[config.mk]
export PLATFORM = sky130hd
export DESIGN_NAME = dac_batch_stream_out
export DESIGN_NICKNAME = d
export VERILOG_FILES = /design/src/rtl/mem_layout_pkg.sv /design/src/rtl/dac_batch_stream_out_batch_fifo.sv /design/src/rtl/dac_batch_stream_out.sv
export SDC_FILE = /design/constraint.sdc
export NUM_CORES = 2
export LEC_CHECK = 0
export CAP_MARGIN = 40
export CORE_UTILIZATION = 25
export DETAILED_ROUTE_END_ITERATION = 8
export PLACE_DENSITY = 0.41
export SLEW_MARGIN = 10
export SYNTH_ARGS = -nofsm -noshare
export SYNTH_HDL_FRONTEND = slang
export SYNTH_SLANG_ARGS = --single-unit
[constraint.sdc]
create_clock -name clk -period 75.6 [get_ports clk]
set_input_delay 7.56 -clock clk [delete_from_list [all_inputs] [get_ports clk]]
set_output_delay 7.56 -clock clk [all_outputs]
set_load 0.005 [all_outputs]
[src/rtl/mem_layout_pkg.sv]
// Shared defaults, state encoding and helpers for the DAC output stage.
package mem_layout_pkg;

  localparam int DAC_FIFO_DEPTH     = 8;
  localparam int DAC_PREFILL        = 4;
  localparam int UNDERRUN_CNT_WIDTH = 16;

  typedef enum logic [1:0] {
    ST_IDLE    = 2'd0,
    ST_PREFILL = 2'd1,
    ST_STREAM  = 2'd2
  } dac_out_state_t;

  function automatic logic [UNDERRUN_CNT_WIDTH-1:0] sat_inc(
    input logic [UNDERRUN_CNT_WIDTH-1:0] v
  );
    logic [UNDERRUN_CNT_WIDTH-1:0] one;
    one = {{(UNDERRUN_CNT_WIDTH-1){1'b0}}, 1'b1};
    return (v == {UNDERRUN_CNT_WIDTH{1'b1}}) ? v : (v + one);
  endfunction

endpackage

[src/rtl/dac_batch_stream_out_batch_fifo.sv]
// batch_fifo: circular buffer of batches with a registered head-of-queue read port,
// occupancy output and synchronous flush.
module batch_fifo
  import mem_layout_pkg::*;
#(
  parameter int DEPTH = DAC_FIFO_DEPTH,
  parameter int WIDTH = 256
) (
  input  logic                       clk,
  input  logic                       rst_n,
  input  logic                       i_flush,
  input  logic                       i_push,
  input  logic [WIDTH-1:0]           i_wr_data,
  input  logic                       i_pop,
  output logic [WIDTH-1:0]           o_head,
  output logic [$clog2(DEPTH):0]     o_level
);
  localparam int AW = $clog2(DEPTH);
  localparam int LW = AW + 1;
  localparam logic [LW-1:0] LVL_FULL = LW'(DEPTH);
  localparam logic [LW-1:0] LVL_ONE  = LW'(32'd1);
  localparam logic [AW-1:0] PTR_ONE  = AW'(32'd1);

  logic [WIDTH-1:0] r_mem [DEPTH];
  logic [AW-1:0]    r_wr_ptr;
  logic [AW-1:0]    r_rd_ptr;
  logic [LW-1:0]    r_level;
  logic [WIDTH-1:0] r_head;
  logic [AW-1:0]    w_rd_ptr_nxt;
  logic             w_wr_en;
  logic             w_rd_en;

  assign w_wr_en      = i_push & ~i_flush & (r_level != LVL_FULL);
  assign w_rd_en      = i_pop & ~i_flush & (r_level != {LW{1'b0}});
  assign w_rd_ptr_nxt = w_rd_en ? (r_rd_ptr + PTR_ONE) : r_rd_ptr;

  // storage array, written at the tail
  always_ff @(posedge clk) begin
    if (w_wr_en) begin
      r_mem[r_wr_ptr] <= i_wr_data;
    end
  end

  // pointers wrap modulo DEPTH; the level's extra MSB separates full from empty
  always_ff @(posedge clk or negedge rst_n) begin
    if (!rst_n) begin
      r_wr_ptr <= {AW{1'b0}};
      r_rd_ptr <= {AW{1'b0}};
      r_level  <= {LW{1'b0}};
    end else if (i_flush) begin
      r_wr_ptr <= {AW{1'b0}};
      r_rd_ptr <= {AW{1'b0}};
      r_level  <= {LW{1'b0}};
    end else begin
      if (w_wr_en) begin
        r_wr_ptr <= r_wr_ptr + PTR_ONE;
      end
      r_rd_ptr <= w_rd_ptr_nxt;
      case ({w_wr_en, w_rd_en})
        2'b10:   r_level <= r_level + LVL_ONE;
        2'b01:   r_level <= r_level - LVL_ONE;
        default: r_level <= r_level;
      endcase
    end
  end

  // registered head: write-through when the slot being filled becomes the new head
  always_ff @(posedge clk or negedge rst_n) begin
    if (!rst_n) begin
      r_head <= {WIDTH{1'b0}};
    end else if (i_flush) begin
      r_head <= {WIDTH{1'b0}};
    end else if (w_wr_en && (r_wr_ptr == w_rd_ptr_nxt)) begin
      r_head <= i_wr_data;
    end else begin
      r_head <= r_mem[w_rd_ptr_nxt];
    end
  end

  assign o_head  = r_head;
  assign o_level = r_level;

endmodule

[src/rtl/dac_batch_stream_out.sv]
// dac_batch_stream_out: buffers generator batches and streams them to the DAC over AXI-Stream.
// Build option DAC_UNDERRUN_HOLD_EN: underrun fill repeats the last real batch instead of zeros.
module dac_batch_stream_out
  import mem_layout_pkg::*;
#(
  parameter int SAMPLE_WIDTH = 16,
  parameter int BATCH_WIDTH  = 256,
  parameter int FIFO_DEPTH   = DAC_FIFO_DEPTH,
  parameter int PREFILL      = DAC_PREFILL
) (
  input  logic                          clk,
  input  logic                          rst_n,
  input  logic                          stream_en,
  input  logic                          clr_status,
  input  logic [BATCH_WIDTH-1:0]        dac_batch,
  input  logic                          valid_dac_batch,
  output logic                          dac0_rdy,
  output logic [BATCH_WIDTH-1:0]        m_axis_tdata,
  output logic                          m_axis_tvalid,
  input  logic                          m_axis_tready,
  output logic [$clog2(FIFO_DEPTH):0]   fifo_level,
  output logic [UNDERRUN_CNT_WIDTH-1:0] underrun_cnt,
  output logic                          overflow,
  output logic                          streaming
);
  localparam int LW         = $clog2(FIFO_DEPTH) + 1;
  localparam int BATCH_SIZE = BATCH_WIDTH / SAMPLE_WIDTH;
  localparam logic [BATCH_WIDTH-1:0] ZERO_BATCH = {BATCH_SIZE{{SAMPLE_WIDTH{1'b0}}}};
  localparam logic [LW-1:0] LVL_ONE     = LW'(32'd1);
  localparam logic [LW-1:0] LVL_PREFILL = LW'(PREFILL);
  localparam logic [LW-1:0] LVL_FULL    = LW'(FIFO_DEPTH);
  localparam logic [LW-1:0] LVL_RDY_MAX = LW'(FIFO_DEPTH - 2);

  dac_out_state_t r_state;
  dac_out_state_t w_state_nxt;

  logic                          r_rdy;
  logic                          r_tvalid;
  logic [BATCH_WIDTH-1:0]        r_tdata;
  logic [UNDERRUN_CNT_WIDTH-1:0] r_underrun;
  logic                          r_overflow;
  logic                          r_streaming;

  logic [LW-1:0]          w_level;
  logic [LW-1:0]          w_level_nxt;
  logic [BATCH_WIDTH-1:0] w_head;
  logic [BATCH_WIDTH-1:0] w_fill;
  logic                   w_flush;
  logic                   w_empty;
  logic                   w_beat;
  logic                   w_start;
  logic                   w_real_pop;
  logic                   w_fill_beat;
  logic                   w_push;
  logic                   w_drop;

  assign w_flush     = ~stream_en | (r_state == ST_IDLE);
  assign w_empty     = (w_level == {LW{1'b0}});
  assign w_beat      = r_tvalid & m_axis_tready;
  assign w_start     = stream_en & (r_state == ST_PREFILL) & (w_level >= LVL_PREFILL);
  assign w_real_pop  = w_start | (stream_en & (r_state == ST_STREAM) & w_beat & ~w_empty);
  assign w_fill_beat = stream_en & (r_state == ST_STREAM) & w_beat & w_empty;
  assign w_push      = valid_dac_batch & ~w_flush & (w_level < LVL_FULL);
  assign w_drop      = valid_dac_batch & ~w_flush & ~(w_level < LVL_FULL);

  batch_fifo #(
    .DEPTH (FIFO_DEPTH),
    .WIDTH (BATCH_WIDTH)
  ) u_fifo (
    .clk       (clk),
    .rst_n     (rst_n),
    .i_flush   (w_flush),
    .i_push    (w_push),
    .i_wr_data (dac_batch),
    .i_pop     (w_real_pop),
    .o_head    (w_head),
    .o_level   (w_level)
  );

`ifdef DAC_UNDERRUN_HOLD_EN
  logic [BATCH_WIDTH-1:0] r_last_real;

  // last real batch put on the bus, forgotten on reset or whenever the stage idles
  always_ff @(posedge clk or negedge rst_n) begin
    if (!rst_n) begin
      r_last_real <= ZERO_BATCH;
    end else if (w_flush) begin
      r_last_real <= ZERO_BATCH;
    end else if (w_real_pop) begin
      r_last_real <= w_head;
    end else begin
      r_last_real <= r_last_real;
    end
  end

  assign w_fill = r_last_real;
`else
  assign w_fill = ZERO_BATCH;
`endif

  // FSM state register
  always_ff @(posedge clk or negedge rst_n) begin
    if (!rst_n) begin
      r_state <= ST_IDLE;
    end else begin
      r_state <= w_state_nxt;
    end
  end

  // next-state: dropping the enable always returns to IDLE
  always_comb begin
    w_state_nxt = r_state;
    if (!stream_en) begin
      w_state_nxt = ST_IDLE;
    end else begin
      case (r_state)
        ST_IDLE:    w_state_nxt = ST_PREFILL;
        ST_PREFILL: begin
          if (w_level >= LVL_PREFILL) begin
            w_state_nxt = ST_STREAM;
          end else begin
            w_state_nxt = ST_PREFILL;
          end
        end
        ST_STREAM:  w_state_nxt = ST_STREAM;
        default:    w_state_nxt = ST_IDLE;
      endcase
    end
  end

  // occupancy one cycle ahead, feeding the throttle
  always_comb begin
    w_level_nxt = w_level;
    if (w_flush) begin
      w_level_nxt = {LW{1'b0}};
    end else begin
      case ({w_push, w_real_pop})
        2'b10:   w_level_nxt = w_level + LVL_ONE;
        2'b01:   w_level_nxt = w_level - LVL_ONE;
        default: w_level_nxt = w_level;
      endcase
    end
  end

  // AXI-Stream output register and generator throttle
  always_ff @(posedge clk or negedge rst_n) begin
    if (!rst_n) begin
      r_tvalid    <= 1'b0;
      r_tdata     <= ZERO_BATCH;
      r_rdy       <= 1'b0;
      r_streaming <= 1'b0;
    end else begin
      if (w_flush) begin
        r_tvalid <= 1'b0;
        r_tdata  <= ZERO_BATCH;
      end else if (w_real_pop) begin
        r_tvalid <= 1'b1;
        r_tdata  <= w_head;
      end else if (w_fill_beat) begin
        r_tdata  <= w_fill;
      end
      r_rdy       <= ~w_flush & (w_level_nxt <= LVL_RDY_MAX);
      r_streaming <= (w_state_nxt == ST_STREAM);
    end
  end

  // status: a clear in the same cycle as an event wins
  always_ff @(posedge clk or negedge rst_n) begin
    if (!rst_n) begin
      r_underrun <= {UNDERRUN_CNT_WIDTH{1'b0}};
      r_overflow <= 1'b0;
    end else if (clr_status) begin
      r_underrun <= {UNDERRUN_CNT_WIDTH{1'b0}};
      r_overflow <= 1'b0;
    end else begin
      if (w_fill_beat) begin
        r_underrun <= sat_inc(r_underrun);
      end
      if (w_drop) begin
        r_overflow <= 1'b1;
      end
    end
  end

  assign dac0_rdy      = r_rdy;
  assign m_axis_tvalid = r_tvalid;
  assign m_axis_tdata  = r_tdata;
  assign fifo_level    = w_level;
  assign underrun_cnt  = r_underrun;
  assign overflow      = r_overflow;
  assign streaming     = r_streaming;

endmodule

# Word level (Yosys, flattened, before mapping)
# Memories as Yosys holds them, arrays and structs flattened.
# Index checks and enable logic that the tools add are counted.
# classes
magnitude_cmp	3
n_eq_ne	11
n_bitwise	21
muxes	25
n_reduce_logical	11
add_sub_neg	5
# ops
operator	count
$mux W256	5
$mux W16	3
$add A16 B1 Y16 const B	1
$eq A16 B16 Y1 const B	1
$pmux W4 S2	2
$and A1 B1 Y1	15
$mux W3	4
$eq A2 B2 Y1 const B	4
$mux W4	2
$reduce_bool A2 Y1	4
$add A3 B1 Y3 const B	2
$eq A2 B1 Y1 const B	3
$mux W1	6
$pmux W2 S3	1
$reduce_bool A3 Y1	2
$add A4 B1 Y4 const B	1
$ge A4 B3 Y1 const B	1
$le A4 B3 Y1 const B	1
$logic_not A4 Y1	1
$lt A4 B4 Y1 const B	1
$mux W2	2
$ne A4 B4 Y1 const B	1
$not A1 Y1	4
$reduce_bool A4 Y1	1
other kinds (7)	8
# totals
in_bits	262
memories	1
regBits	544
wordCells	88
ram_bits	2048
# mem_list
name	depth	width	read_ports	rd_clocked_by_memory_dff	wr	line_no	rtl
u_fifo.r_mem	8	256	1	0	1	dac_batch_stream_out_batch_fifo.sv:24	logic [WIDTH-1:0] r_mem [DEPTH];

# Longest topological paths before layout
# depth
word_depth	12
mapped_depth	16
mapped_depth_nobuf	13

# Cells and area by module
# A second synthesis with hierarchy kept.
# hier_totals
cells_unflattened	5867
area_unflattened_um2	111385.6
# modules_own_cells
mod	seq_area_each_um2	cells_each	instances	area_each_um2
batch_fifo	68155.4	5148	1	101145.8
dac_batch_stream_out	6956.7	719	1	10239.8

# Least setup slack after synthesis
# No wires, ideal clock.
# synth_path
path_kind	in2reg
start	input port stream_en
end	memory u_fifo.r_mem[0][0] (enable)
setup_ps	1499
required_time_ps	74101
t_arrival_ps	32193
path_slack_ps	41908
n_path_buf	1
stages	5
cell_sequence	o21a_1 > and2_1 > buf_2 > inv_1 > nor4_1
# synth_via
elab_chain_len	9
# synth_rtl
item	line_no	rtl
from (decl)	dac_batch_stream_out.sv:13	input logic stream_en,
$not A1 Y1 (*)	dac_batch_stream_out.sv:57	assign w_flush = ~stream_en | (r_state == ST_IDLE);
$or A1 B1 Y1 (*)	dac_batch_stream_out.sv:57	
$not A1 Y1 (*)	dac_batch_stream_out_batch_fifo.sv:33, dac_batch_stream_out.sv:63	
$and A1 B1 Y1 (2 in series)	dac_batch_stream_out.sv:63	assign w_push = valid_dac_batch & ~w_flush & (w_level < LVL_FULL);
$and A1 B1 Y1 (*) (2 in series)	dac_batch_stream_out_batch_fifo.sv:33	assign w_wr_en = i_push & ~i_flush & (r_level != LVL_FULL);
$mux W1 (*)	dac_batch_stream_out_batch_fifo.sv:39	if (w_wr_en) begin
$mux W1 (implied by the code) (*)	dac_batch_stream_out_batch_fifo.sv:40	r_mem[r_wr_ptr] <= i_wr_data;
to (decl)	dac_batch_stream_out_batch_fifo.sv:24	
# Mark *: on every way between the ends. The rest lies on a longest branch, timed or not.

# Worst setup path in the final report
# layout_path
start	input port stream_en
end	register u_fifo.r_head[81] (netlist: u_fifo.o_head[81])
# layout_via
elab_chain_len	11
word_cells_on_any_way	21
cone_classes	1 x eq/ne; 3 x mux; 15 x bitwise; 1 x reduce/logical; 1 x memory
# layout_rtl
item	line_no	rtl
branches (longest 10 deep; another with $mem_v2 Z8 W256)	-	
$mux W256 (*)	dac_batch_stream_out_batch_fifo.sv:71	end else if (i_flush) begin
to (signal assigned)	dac_batch_stream_out_batch_fifo.sv:70	r_head <= {WIDTH{1'b0}};
to (signal assigned)	dac_batch_stream_out_batch_fifo.sv:72	r_head <= {WIDTH{1'b0}};
to (signal assigned)	dac_batch_stream_out_batch_fifo.sv:74	r_head <= i_wr_data;
to (decl)	dac_batch_stream_out_batch_fifo.sv:28	logic [WIDTH-1:0] r_head;
# Every way passes the cells marked *.
# A chain may end at the register's enable or synchronous reset.

==> reports/qor.csv <==
metric;value;unit
via/cell ratio;5.097;
total negative slack;0;ns
Yosys cell types;58;
Root Driver;clkbuf_16;
DRC errors left;0;
Rows;245;
met2 WL;187.8;mm
Max Cap Violations;0;
die area;451200;sq um
DR WL/cell;26.48;um
chip height;671.7;um
area post-placement;124500;sq um
metal1 wirelength;172.1;mm
post-placement cell count;14060;
CP arrival;13.99;ns
Post-Layout Cell Count;14670;
top-count cell post-synth;edfxtp_1;
initial antenna violation count;95;
DIE WIDTH;671.7;um
Tcrit/Tclk final;17.50;%
Num Clock Sinks;2592;
synthesis-to-finish area growth;20.40;%
skew final;0.05325;ns
port bufs;541;
status;complete, no violations;
routed wire length;388.6;mm
multi-input logic area;33950;sq um
top sig layer;met5;
TritonCTS clock tree;done;
clock-pin transition on the worst setup and hold timing paths;0.06;ns
relative slew slack;16.47;%
fill count;44150;
final hold vios;0;
Final setup viols;0;
largest net degree at the start of global routing;266;
Met3 Wirelength;17.93;mm
Post-CTS Hold Fix Bufs;0;
I/O pin total;542;
Max clock buf depth;4;
Primary FF master, synth;edfxtp_1;
Seq/Total Area, Yosys;66.99;%
leading post-synthesis cells by cell area;edfxtp_1, dfrtp_1, nand2b_1;
Syn Std Cell Area;112100;sq um
Mapped Cells;8180;
RD Place Congestion;0.7274;
top cells by count, synth;edfxtp_1, a21oi_1, nand2b_1, clkbuf_1, dfrtp_1;
DRT iter0 DRCs;5849;
YS warnings;0;
post-CTS sizing;0;
drt first pass iters;5;
Avg Synthesized Cell Area;13.71;sq um
worst skew pair latency;0.95;ns
GRT Total Usage;16.62;%
CP Max Fanout;48;
first-pass GRT wire length;555.3;mm
P_leak;43.17;nW
dpl hpwl;216.3;mm
vias after detailed routing;74790;
global route overflow;0;
EDFF count, synth;2048;
nets;8729;
Setup CP Type;input pin to flop;
Antenna Nets Post-Route;0;
RSZ-0062 raised after global routing;no;
minimum clock period;13.23;ns
Starting Density;25.14;%
number of setup buffers added after CTS;0;
maximum clock rate;0.07560;GHz
fraction of layout cells with a size suffix above 1;11.16;%
register area;75120;sq um
Req. time, crit path;76.36;ns
CP endpoint kind;flop;
Min-Delay Path Class;flop to flop;
synthesized flop and latch total;2592;
VDD IR max;0.01578;mV
CTS H-tree lvls;5;
vias in the first global route;75610;
Design Area, Final;135000;sq um
Power Density;23.41;nW/um^2
async set-reset flop share out of synthesis;20.99;%
Core ar.;446000;sq um
Startpoint Class;input pin;
cell taking the most area after synthesis;edfxtp_1;
pins over their slew limit;0;
share of the synthesized area in the top cell type;54.85;%
Least-Margin Pin Slew;1.253;ns
Synthesized Nets;8451;
cts bufs inserted;315;
minimum hold slack;0.4539;ns
## sequential cells by signal, summed over array words and instances (netlist names)
register and count:
dac0_rdy 1, m_axis_tdata 256, m_axis_tvalid 1, overflow 1, r_state 2, streaming 1, u_fifo.o_head 256, u_fifo.o_level 4
u_fifo.r_mem 2048, u_fifo.r_rd_ptr 3, u_fifo.r_wr_ptr 3, underrun_cnt 16
## final timing paths
path | cells past startpoint | slack (ns) | end | from
setup / recovery | 15 | 62.37 | u_fifo.o_head[81] | stream_en
hold / removal | 1 | 0.45 | m_axis_tdata[206] | u_fifo.o_head[206]
setup reg to reg | 14 | 68.82 | u_fifo.o_head[81] | u_fifo.o_level[3]
hold reg to reg | 1 | 0.45 | m_axis_tdata[206] | u_fifo.o_head[206]
max in group asynchronous | 6 | 65.86 | u_fifo.o_head[84] | rst_n
min in group asynchronous | 1 | 6.59 | m_axis_tdata[217] | rst_n
## layer usage
metal / global-route usage, % / vias to the layer above
met1: 22.27 / 39400
met4: 4.719 / 28
met5: 0 / -
met2: 27.97 / 2040
met3: 2.391 / 644
li1: - / 32670
## kinds of logic after synthesis
kind of cell               share of synthesized area [%]
and+or+nand+nor                                    7.893
AOI/OAI and AO/OA                                  16.79
muxes                                              5.169
buffers and inverters                              2.859
xor gates and xnor gates                          0.2009
adders and majority gates                         0.1004
DFF                                                66.99
## worst max-delay path, cell delays in order
cell and delay [ns]:
clkdlybuf4s50_1 0.54, nand3b_1 0.25, o22ai_4 0.66, buf_4 0.48, buf_4 0.61, buf_4 0.65
buf_4 0.44, buf_16 0.28, buf_4 0.62, buf_4 0.68, a21oi_1 0.15, a311oi_1 0.31
o22ai_1 0.12, a21oi_1 0.14, a21oi_1 0.08
## report_power, final
part           switching (mW)  internal [mW]  total (mW)
clock network           0.628          0.881        1.51
registers             0.00686           1.55        1.56
logic                  0.0662         0.0253      0.0915
## per-stage QoR
stage                     utilization [%]  power [mW]  setup WS (ns)
after global routing                30.26       3.266          62.18
after detailed placement            27.91       1.682          61.35
after floorplan                         -       1.621          41.91
final                               30.27       3.161          62.37
after CTS                           30.22       3.207          62.37
after global placement              27.69       1.678          60.65
## layout by cell type, fill, tap and decap left out, types with 12 or more instances in the layout
| master | Yosys | layout |
|---|---|---|
| a211oi_1 | 514 | 514 |
| a21oi_1 | 1034 | 1034 |
| a22o_1 | 256 | 256 |
| a311oi_1 | 512 | 512 |
| buf_12 | 0 | 31 |
| buf_16 | 0 | 30 |
| buf_4 | 6 | 161 |
| bufinv_16 | 0 | 15 |
| clkbuf_1 | 667 | 91 |
| clkbuf_16 | 0 | 317 |
| clkbuf_8 | 0 | 49 |
| clkdlybuf4s50_1 | 0 | 540 |
| clkinv_1 | 0 | 24 |
| clkinv_2 | 0 | 44 |
| clkinv_8 | 0 | 12 |
| dfrtp_1 | 544 | 543 |
| diode_2 | 0 | 25 |
| edfxtp_1 | 2048 | 2048 |
| mux4_2 | 255 | 255 |
| nand2_1 | 523 | 523 |
| nand2b_1 | 1027 | 1027 |
| nor2_1 | 34 | 29 |
| o21ai_0 | 258 | 258 |
| o22ai_1 | 257 | 256 |
| xor2_1 | 13 | 13 |
## area by class of cell
| class | instances | area share [%] |
|---|---|---|
| Antenna cell | 25 | 0.04634 |
| Multi-Input combinational cell | 4776 | 25.15 |
| Timing Repair Buffer | 766 | 6.006 |
| Inverter | 7 | 0.03151 |
| Clock inverter | 122 | 1.012 |
| Sequential cell | 2592 | 55.64 |
| Clock buffer | 457 | 6.628 |
| Tap cell | 5928 | 5.494 |
Note: power is estimated with default switching activity, not from simulation.
